--- src/rtl/morse_pkg.sv ---
`default_nettype none
// ============================================================================
// morse_pkg -- shared state encoding, timing constants and letter lookup
// Revision: 1.0
// ============================================================================
package morse_pkg;

  localparam int LETTER_W = 3;

  typedef enum logic [2:0] {
    ST_IDLE    = 3'd0,
    ST_LOAD    = 3'd1,
    ST_MARK    = 3'd2,
    ST_GAP_SYM = 3'd3,
    ST_GAP_LTR = 3'd4,
    ST_DONE    = 3'd5
  } state_e;

  localparam logic [1:0] DOT_UNITS     = 2'd1;
  localparam logic [1:0] DASH_UNITS    = 2'd3;
  localparam logic [1:0] SYM_GAP_UNITS = 2'd1;
  localparam logic [1:0] LTR_GAP_UNITS = 2'd3;

  // Pattern is MSB-first (bit 3 = first element), 1 = dash.
  typedef struct packed {
    logic [2:0] len;
    logic [3:0] pattern;
  } letter_t;

  function automatic letter_t letter_lookup(input logic [LETTER_W-1:0] code);
    letter_t l;
    case (code)
      3'd0:    l = '{len: 3'd2, pattern: 4'b0100};  // A .-
      3'd1:    l = '{len: 3'd4, pattern: 4'b1000};  // B -...
      3'd2:    l = '{len: 3'd4, pattern: 4'b1010};  // C -.-.
      3'd3:    l = '{len: 3'd3, pattern: 4'b1000};  // D -..
      3'd4:    l = '{len: 3'd1, pattern: 4'b0000};  // E .
      3'd5:    l = '{len: 3'd4, pattern: 4'b0010};  // F ..-.
      3'd6:    l = '{len: 3'd3, pattern: 4'b1100};  // G --.
      default: l = '{len: 3'd4, pattern: 4'b0000};  // H ....
    endcase
    return l;
  endfunction

  // Unit counter counts down to zero, so load it with units-1.
  function automatic logic [1:0] elem_units(input logic is_dash);
    return is_dash ? (DASH_UNITS - 2'd1) : (DOT_UNITS - 2'd1);
  endfunction

endpackage
`default_nettype wire

--- src/rtl/morse_letter_fifo.sv ---
`default_nettype none
// ============================================================================
// morse_letter_fifo -- DEPTH x 3 letter queue, sync push/pop/flush
// Revision: 1.0
// ============================================================================
module morse_letter_fifo
  import morse_pkg::*;
#(
  parameter int DEPTH = 8
) (
  input  logic                clk_i,
  input  logic                rst_i,
  input  logic                flush_i,
  input  logic                push_i,
  input  logic                pop_i,
  input  logic [LETTER_W-1:0] data_i,
  output logic [LETTER_W-1:0] data_o,
  output logic                full_o,
  output logic                empty_o
);

  localparam int c_AW = $clog2(DEPTH);

  logic [c_AW:0]         wr_q;
  logic [c_AW:0]         rd_q;
  logic [LETTER_W-1:0]   mem_q [DEPTH];
  logic                  w_pop;
  logic                  w_push;

  assign empty_o = (wr_q == rd_q);
  assign full_o  = (wr_q[c_AW] != rd_q[c_AW]) && (wr_q[c_AW-1:0] == rd_q[c_AW-1:0]);
  assign w_pop   = pop_i && !empty_o;
  // A simultaneous pop frees the slot the push would otherwise be denied.
  assign w_push  = push_i && (!full_o || w_pop);
  assign data_o  = mem_q[rd_q[c_AW-1:0]];

  always_ff @(posedge clk_i) begin
    if (rst_i || flush_i) begin
      wr_q <= '0;
      rd_q <= '0;
    end else begin
      if (w_push) wr_q <= wr_q + 1'b1;
      if (w_pop)  rd_q <= rd_q + 1'b1;
    end
  end

  always_ff @(posedge clk_i) begin
    if (w_push) mem_q[wr_q[c_AW-1:0]] <= data_i;
  end

endmodule
`default_nettype wire

--- src/rtl/morse_msg_scheduler.sv ---
`default_nettype none
// ============================================================================
// morse_msg_scheduler -- queues Morse letters A..H and plays them on one LED
// Revision: 1.0
// ============================================================================
module morse_msg_scheduler
  import morse_pkg::*;
#(
  parameter int TICK_DIV = 25_000_000,
  parameter int DEPTH    = 8
) (
  input  logic                CLOCK_50,
  input  logic                RESET,
  input  logic [LETTER_W-1:0] letter_in,
  input  logic                push,
  input  logic                start,
  input  logic                abort,
  output logic                led,
  output logic                busy,
  output logic                done,
  output logic                fifo_full,
  output logic                fifo_empty,
  output logic                overflow
);

  localparam int                 c_DIV_W   = $clog2(TICK_DIV);
  localparam logic [c_DIV_W-1:0] c_DIV_MAX = c_DIV_W'(TICK_DIV - 1);

  state_e               state_q;
  logic [c_DIV_W-1:0]   div_q;
  logic [1:0]           unit_q;
  logic [2:0]           elem_q;
  logic [3:0]           pat_q;
  logic                 overflow_q;

  logic                 w_tick;
  logic                 w_pop;
  logic                 w_drop;
  logic [LETTER_W-1:0]  w_head;
  letter_t              w_lut;

  morse_letter_fifo #(
    .DEPTH (DEPTH)
  ) u_fifo (
    .clk_i   (CLOCK_50),
    .rst_i   (RESET),
    .flush_i (abort),
    .push_i  (push && !abort),
    .pop_i   (w_pop),
    .data_i  (letter_in),
    .data_o  (w_head),
    .full_o  (fifo_full),
    .empty_o (fifo_empty)
  );

  assign w_tick = (div_q == c_DIV_MAX);
  assign w_pop  = (state_q == ST_LOAD) && !abort;
  assign w_drop = push && !abort && fifo_full && !w_pop;
  assign w_lut  = letter_lookup(w_head);

  always_ff @(posedge CLOCK_50) begin
    if (RESET) begin
      state_q    <= ST_IDLE;
      div_q      <= '0;
      unit_q     <= '0;
      elem_q     <= '0;
      pat_q      <= '0;
      overflow_q <= 1'b0;
    end else begin
      if (w_drop)     overflow_q <= 1'b1;
      else if (start) overflow_q <= 1'b0;

      if (abort) begin
        state_q <= ST_IDLE;
        div_q   <= '0;
      end else begin
        // Every timed-state change happens on a tick, so the wrap doubles as the entry clear.
        div_q <= w_tick ? '0 : div_q + 1'b1;
        case (state_q)
          ST_IDLE: begin
            div_q <= '0;
            if (start && !fifo_empty) state_q <= ST_LOAD;
          end
          ST_LOAD: begin
            div_q   <= '0;
            pat_q   <= w_lut.pattern;
            elem_q  <= w_lut.len;
            unit_q  <= elem_units(w_lut.pattern[3]);
            state_q <= ST_MARK;
          end
          ST_MARK: begin
            if (w_tick) begin
              if (unit_q != 2'd0) begin
                unit_q <= unit_q - 2'd1;
              end else if (elem_q > 3'd1) begin
                unit_q  <= SYM_GAP_UNITS - 2'd1;
                state_q <= ST_GAP_SYM;
              end else if (fifo_empty && !push) begin
                // A push landing in this very cycle still counts as a queued letter.
                state_q <= ST_DONE;
              end else begin
                unit_q  <= LTR_GAP_UNITS - 2'd1;
                state_q <= ST_GAP_LTR;
              end
            end
          end
          ST_GAP_SYM: begin
            if (w_tick) begin
              if (unit_q != 2'd0) begin
                unit_q <= unit_q - 2'd1;
              end else begin
                pat_q   <= {pat_q[2:0], 1'b0};
                elem_q  <= elem_q - 3'd1;
                unit_q  <= elem_units(pat_q[2]);
                state_q <= ST_MARK;
              end
            end
          end
          ST_GAP_LTR: begin
            if (w_tick) begin
              if (unit_q != 2'd0) unit_q  <= unit_q - 2'd1;
              else                state_q <= ST_LOAD;
            end
          end
          ST_DONE: begin
            div_q   <= '0;
            state_q <= ST_IDLE;
          end
          default: begin
            div_q   <= '0;
            state_q <= ST_IDLE;
          end
        endcase
      end
    end
  end

  assign led      = (state_q == ST_MARK);
  assign busy     = (state_q != ST_IDLE);
  assign done     = (state_q == ST_DONE);
  assign overflow = overflow_q;

endmodule
`default_nettype wire

--- config.mk ---
export PLATFORM = sky130hd
export DESIGN_NAME = morse_msg_scheduler
export DESIGN_NICKNAME = d
export VERILOG_FILES = /design/src/rtl/morse_pkg.sv /design/src/rtl/morse_letter_fifo.sv /design/src/rtl/morse_msg_scheduler.sv
export SDC_FILE = /design/constraint.sdc
export NUM_CORES = 1
export LEC_CHECK = 0
export ABC_CLOCK_PERIOD_IN_PS = 3000
export BUFFER_PORTS_ARGS = -buffer_cell sky130_fd_sc_hd__buf_2
export CAP_MARGIN = 20
export CORE_MARGIN = 10
export CORE_UTILIZATION = 61
export DETAILED_ROUTE_END_ITERATION = 8
export PLACE_DENSITY = 0.83
export SYNTH_ARGS = -nofsm -noshare
export SYNTH_HDL_FRONTEND = slang
export SYNTH_SLANG_ARGS = --single-unit
--- constraint.sdc ---
create_clock -name CLOCK_50 -period 3 [get_ports CLOCK_50]
set_input_delay 0.15 -clock CLOCK_50 [delete_from_list [all_inputs] [get_ports CLOCK_50]]
set_output_delay 0.15 -clock CLOCK_50 [all_outputs]
set_load 0.05 [all_outputs]
* Word-level counts from Yosys, hierarchy flattened
Memory sizes are Yosys's and may differ from the RTL's. A register that Yosys moved wholly into a read port is not among the register bits.
Index checks and enable logic that the tools add are counted.
Widths: inputs -> output; s select.
** Storage, ports and cells
- Register bits :: 45
- Memory bits (writable) :: 24
- Output and inout bits :: 6
- Logic and storage cells :: 104
- Memories kept :: 1
** Operators by class
- $add $sub $neg :: 5
- Magnitude comparators :: 1
- Equality and inequality tests :: 24
- Muxes and demuxes :: 34
- Bitwise logic cells :: 2
- Reductions and logical operators :: 29
** Memories
- u_fifo.mem_q :: words 8, bits a word 3, read ports 1, clocked after Yosys merged registers in 1, write ports 1, RTL line morse_letter_fifo.sv:26 : logic [LETTER_W-1:0] mem_q [DEPTH];
** Operator list (number)
- $pmux 7 s7 :: 1
- $mux 3 :: 14
- $add 25x1->25 const B :: 1
- $eq 25x25->1 const B :: 1
- $mux 2 :: 10
- $eq 3x3->1 const B :: 5
- $pmux 3 s5 :: 1
- $ne 2x2->1 const B :: 7
- $reduce_and 7->1 :: 2
- $eq 3x2->1 const B :: 4
- $pmux 3 s2 :: 2
- $logic_and 1x1->1 :: 9
- $add 4x1->4 const B :: 2
- $pmux 2 s4 :: 1
- $eq 3x1->1 const B :: 2
- $logic_not 3->1 :: 2
- $reduce_bool 2->1 :: 3
- $logic_not 1->1 :: 5
- $mux 1 :: 5
- $eq 4x4->1 :: 1
- $ne 4x4->1 const B :: 1
- $reduce_and 4->1 :: 1
- $reduce_bool 4->1 :: 1
- $reduce_or 4->1 :: 1
- 11 further kinds :: 13

* Longest topological paths before layout
- Word-level depth :: 7
- Depth in mapped cells :: 7
- Mapped depth without buffers :: 7

* Cells and area by module
From an unflattened synthesis, not the netlist that was laid out.
** Second synthesis, totals
- Cells, all modules :: 349
- Area, all modules :: 3539.6 um^2
** Modules (own cells, without submodules)
- morse_msg_scheduler :: times used 1, cells an instance 240, area an instance 1985.7 um^2, seq. area each 720.7 um^2
- morse_letter_fifo :: times used 1, cells an instance 109, area an instance 1554.0 um^2, seq. area each 940.9 um^2

* Least setup slack after synthesis
No wires, ideal clock.
- Kind :: reg-to-reg
- From :: reg state_q[2]
- To :: reg unit_q[1]
- Arrival :: 2.641 ns
- Data required time :: 2.921 ns
- Setup slack :: 0.280 ns
- Stages on the path, launching flop included :: 7
- Buffers on the path :: 1
- Clock period less this slack :: 2.720 ns
- Cell sequence :: dfxtp_1 > clkbuf_1 > nor3b_1 > nand3_1 > o41a_1 > and2_4 > a211oi_2
** On the way
- Longest elaborated chain between the ends :: 3
- Elaborated cells between the ends (all ways) :: 12
- Classes of those cells :: 9 x eq/ne; 1 x mux; 2 x reduce/logical
** RTL lines
- start, declared :: RTL line morse_msg_scheduler.sv:29 : state_e state_q;
- start signal, assigned :: RTL line morse_msg_scheduler.sv:63 : state_q <= ST_IDLE;
- start signal, assigned :: RTL line morse_msg_scheduler.sv:74 : state_q <= ST_IDLE;
- start signal, assigned :: RTL line morse_msg_scheduler.sv:82 : if (start && !fifo_empty) state_q <= ST_LOAD;
- $eq 3x2->1 *
- named net led :: RTL line morse_msg_scheduler.sv:18 : output logic led,
- $ne 4x4->1 (no source line) (tied with other cells)
- $reduce_and 7->1 (no source line)
- end signal, assigned :: RTL line morse_msg_scheduler.sv:88 : unit_q <= elem_units(w_lut.pattern[3]);
- end signal, assigned :: RTL line morse_msg_scheduler.sv:94 : unit_q <= unit_q - 2'd1;
- end signal, assigned :: RTL line morse_msg_scheduler.sv:96 : unit_q <= SYM_GAP_UNITS - 2'd1;
- end, declared :: RTL line morse_msg_scheduler.sv:31 : logic [1:0] unit_q;
Mark *: on every way through the listed nets, which the timed path passes. The rest lies on a longest branch.
A chain may end at the register's enable or synchronous reset.

* Worst setup path after layout
- From :: reg state_q[0]
- To :: mem u_fifo.mem_q[2][0], enable pin
** On the way
- Longest elaborated chain between the ends :: 7
** RTL lines
- $eq 3x1->1 :: RTL line morse_msg_scheduler.sv:57 : assign w_pop = (state_q == ST_LOAD) && !abort;
- $logic_and 1x1->1 :: RTL line morse_msg_scheduler.sv:57
- $logic_and 1x1->1 :: RTL line morse_letter_fifo.sv:32 : assign w_pop = pop_i && !empty_o;
- $logic_or 1x1->1 :: RTL line morse_letter_fifo.sv:34 : assign w_push = push_i && (!full_o || w_pop);
- $logic_and 1x1->1 :: RTL line morse_letter_fifo.sv:34
- $mux 1 :: RTL line morse_letter_fifo.sv:48 : if (w_push) mem_q[wr_q[c_AW-1:0]] <= data_i;
- $mux 1 (not written as such) :: RTL line morse_letter_fifo.sv:48
- end, declared :: RTL line morse_letter_fifo.sv:26
Every way passes these cells.

==> flow_metrics.env <==
export IMPL_drive_gt1_share_pct=14.5
export IMPL_slowest_stage="or3b_2"
export IMPL_initial_utilization_pct=63.6
export IMPL_route_detailed_drc=0
export IMPL_synth_top_cell_area_share_pct=26.5
export IMPL_synth_common_cells="dfxtp_1, nor2_1, edfxtp_1, xnor2_1"
export IMPL_yosysUniqueCellTypes=56
export IMPL_synth_edf_count=24
export IMPL_clockRootBuffer="clkbuf_8"
export IMPL_regArea_mm2=0.00166
export IMPL_tns_ps=0
export IMPL_cts_sinks=71
export IMPL_grt_setup_unrepaired="false"
export IMPL_worstPathCellList="or3b_2 -> nor2_4 -> o21ai_4 -> or2_2 -> nor3_1"
export IMPL_max_slew_margin_pct=49.9
export IMPL_period_share_pct=83.9
export IMPL_io_buffers=13
export IMPL_post_cts_setup_buffers=0
export IMPL_cts_tree="built"
export IMPL_clkLatencyLatePin_ps=360
export IMPL_coreArea_mm2=0.00557
export IMPL_timing_fmax_mhz=397
export IMPL_postCtsHoldBufs=0
export IMPL_synth_nets=370
export IMPL_totalWireLength_um=7230
export IMPL_critPathMaxFanout=10
export IMPL_synth_ff_type="dfxtp_1"
export IMPL_die_h_um=96.2
export IMPL_syn2layout_area_growth_pct=7.06
export IMPL_yosys_warnings=0
export IMPL_drv_slew=0
export IMPL_p_per_area_mw_per_mm2=467
export IMPL_dieArea_mm2=0.00926
export IMPL_dp_hpwl_um=5280
export IMPL_ctsLongestPathBuffers=2
export IMPL_yosysSeqAreaShare_pct=46.9
export IMPL_fin_util_pct=68.1
export IMPL_num_rows=27
export IMPL_post_drt_wl_per_cell_um=16.5
export IMPL_syn_area_per_cell_um2=9.99
export IMPL_multi_input_comb_area_mm2=0.00173
export IMPL_synth_seq_cells=71
export IMPL_clk_pin_slew_worst_paths_ps=90
export IMPL_finalCriticalPeriod_ps=2520
export IMPL_synth_area_leader_cell="dfxtp_1"
export IMPL_firstDrtPassIters=4
export IMPL_ant_nets=0
export IMPL_clock_skew_ps=8.14
export IMPL_p_leak_nw=1.21
export IMPL_num_fill_cells=418
export IMPL_layout_nets=376
export IMPL_ioPinCount=14
export IMPL_die_x_um=96.2
export IMPL_cp_arrival_ps=2530
export IMPL_grt_max_degree=25
export IMPL_min_path_type="in2reg"
export IMPL_synthArstFlopShare_pct=0
export IMPL_grt_util_all_layers_pct=16.9
export IMPL_diodes=0
export IMPL_grt_pass1_vias=2616
export IMPL_finalSetupViolations=0
export IMPL_h_tree_depth=3
export IMPL_status="finished, final reports clean"
export IMPL_worstSetupEndpointType="register"
export IMPL_place_congestion=0.866
export IMPL_cp_start_kind="register"
export IMPL_vias=2638
export IMPL_crit_type="reg2reg"
export IMPL_synthTopCellsByArea="dfxtp_1, edfxtp_1, xnor2_1, nor2_1, mux4_2"
export IMPL_slowest_delay_ps=580
export IMPL_overflow=0
export IMPL_cts_resized=0
export IMPL_cap_violations=0
export IMPL_drt_vias_per_instance=6.02
export IMPL_grt_pass1_wl_um=12200
export IMPL_yosysMostFrequentCell="dfxtp_1"
export IMPL_vdd_drop_max_v=0.000385
export IMPL_numCtsBuffers=9
export IMPL_tightest_slew_ps=749
export IMPL_drt_iter0_markers=170
export IMPL_hold_viol_final=0
export IMPL_crit_required_ps=3010
export IMPL_syn_inst=355
export IMPL_antenna_found_initial=0
export IMPL_synth_area_mm2=0.00355
[flip-flops by register name, indices dropped and copies added (netlist names), named ones only]
register / cells
u_fifo.mem_q: 24
elem_q: 3
u_fifo.rd_q: 4
pat_q: 2
unit_q: 2
u_fifo.wr_q: 4
div_q: 25
state_q: 3
overflow: 1
[power breakdown]
part | switching, mW | internal, mW
sequential | 0.00258 | 0.995
combinational | 0.0355 | 0.0182
clock | 0.405 | 0.317
total | 0.443 | 1.33
[path summary, 6_finish.rpt]
| kind | start | endpoint | slack [ps] | cells past startpoint |
|---|---|---|---|---|
| max | state_q[0]$_SDFFE_PP0P_ | u_fifo.mem_q[2][0]$_DFFE_PP_ | 480 | 5 |
| min | letter_in[1] | u_fifo.mem_q[4][1]$_DFFE_PP_ | 80 | 1 |
| max reg2reg | state_q[0]$_SDFFE_PP0P_ | u_fifo.mem_q[2][0]$_DFFE_PP_ | 480 | 5 |
| min reg2reg | pat_q[1]$_SDFFE_PP0P_ | pat_q[1]$_SDFFE_PP0P_ | 490 | 2 |
[per-layer routing]
metal,track usage [%],part of all wire (%),vias to the layer above,routed length (um)
li1,-,-,1293,-
met1,21.1,45,1253,3280
met2,26.3,47,74,3420
met3,4.36,5.1,18,370
met4,8.60,2.2,0,158
met5,0,0,-,0
[critical path: cells and delay by family (launching register included)]
family | cells | cell delay (ps)
AO/OA/AOI/OAI | 1 | 140
flip-flops | 1 | 490
AND/OR/NAND/NOR | 4 | 1530
[per-stage QoR]
step                instances  instance area (um2)  total power [mW]  setup slack (ps)  hold slack, ps
finish                    438                 3800              1.77               483            78.1
floorplan                 355                 3550              1.06               280             249
global placement          422                 3610              1.07               663             418
detailed placement        422                 3610              1.07               544             427
CTS                       438                 3800              1.78               522            52.2
global route              438                 3800              1.83               353            54.5
[final cells by class]
type / instances / area share, %
multi-input cells: 248 / 45.5
repair buffers: 13 / 1.71
well taps: 72 / 2.37
clock inverters: 7 / 1.62
clock buffers: 9 / 3.26
flip-flops and latches: 71 / 43.8
inverters: 18 / 1.78
[placed cells by master, fill, tap and decap left out, drive strengths merged, types with 5 or more instances in the layout]
master	Yosys	layout
a211oi	5	5
a21oi	10	10
and3	5	5
buf	7	13
clkbuf	11	9
dfxtp	47	47
edfxtp	24	24
ha	7	7
inv	18	23
mux4	6	6
nand2	17	17
nand3	18	18
nand4	5	5
nor2	45	45
nor3	13	13
nor4	12	12
o21ai	8	8
or3	6	6
xnor2	19	19
xor2	14	14
[cell families after synthesis]
logic type / Yosys count / share of synthesized area, %
buffers and inverters: 36 / 4.45
XOR/XNOR: 33 / 8.15
AO/OA/AOI/OAI: 46 / 9.39
adder cells (fa/ha/maj): 7 / 2.47
flip-flops: 71 / 46.9
multiplexers: 14 / 6.21
AND/OR/NAND/NOR: 148 / 22.5
Note: power is estimated with default switching activity, not from simulation.
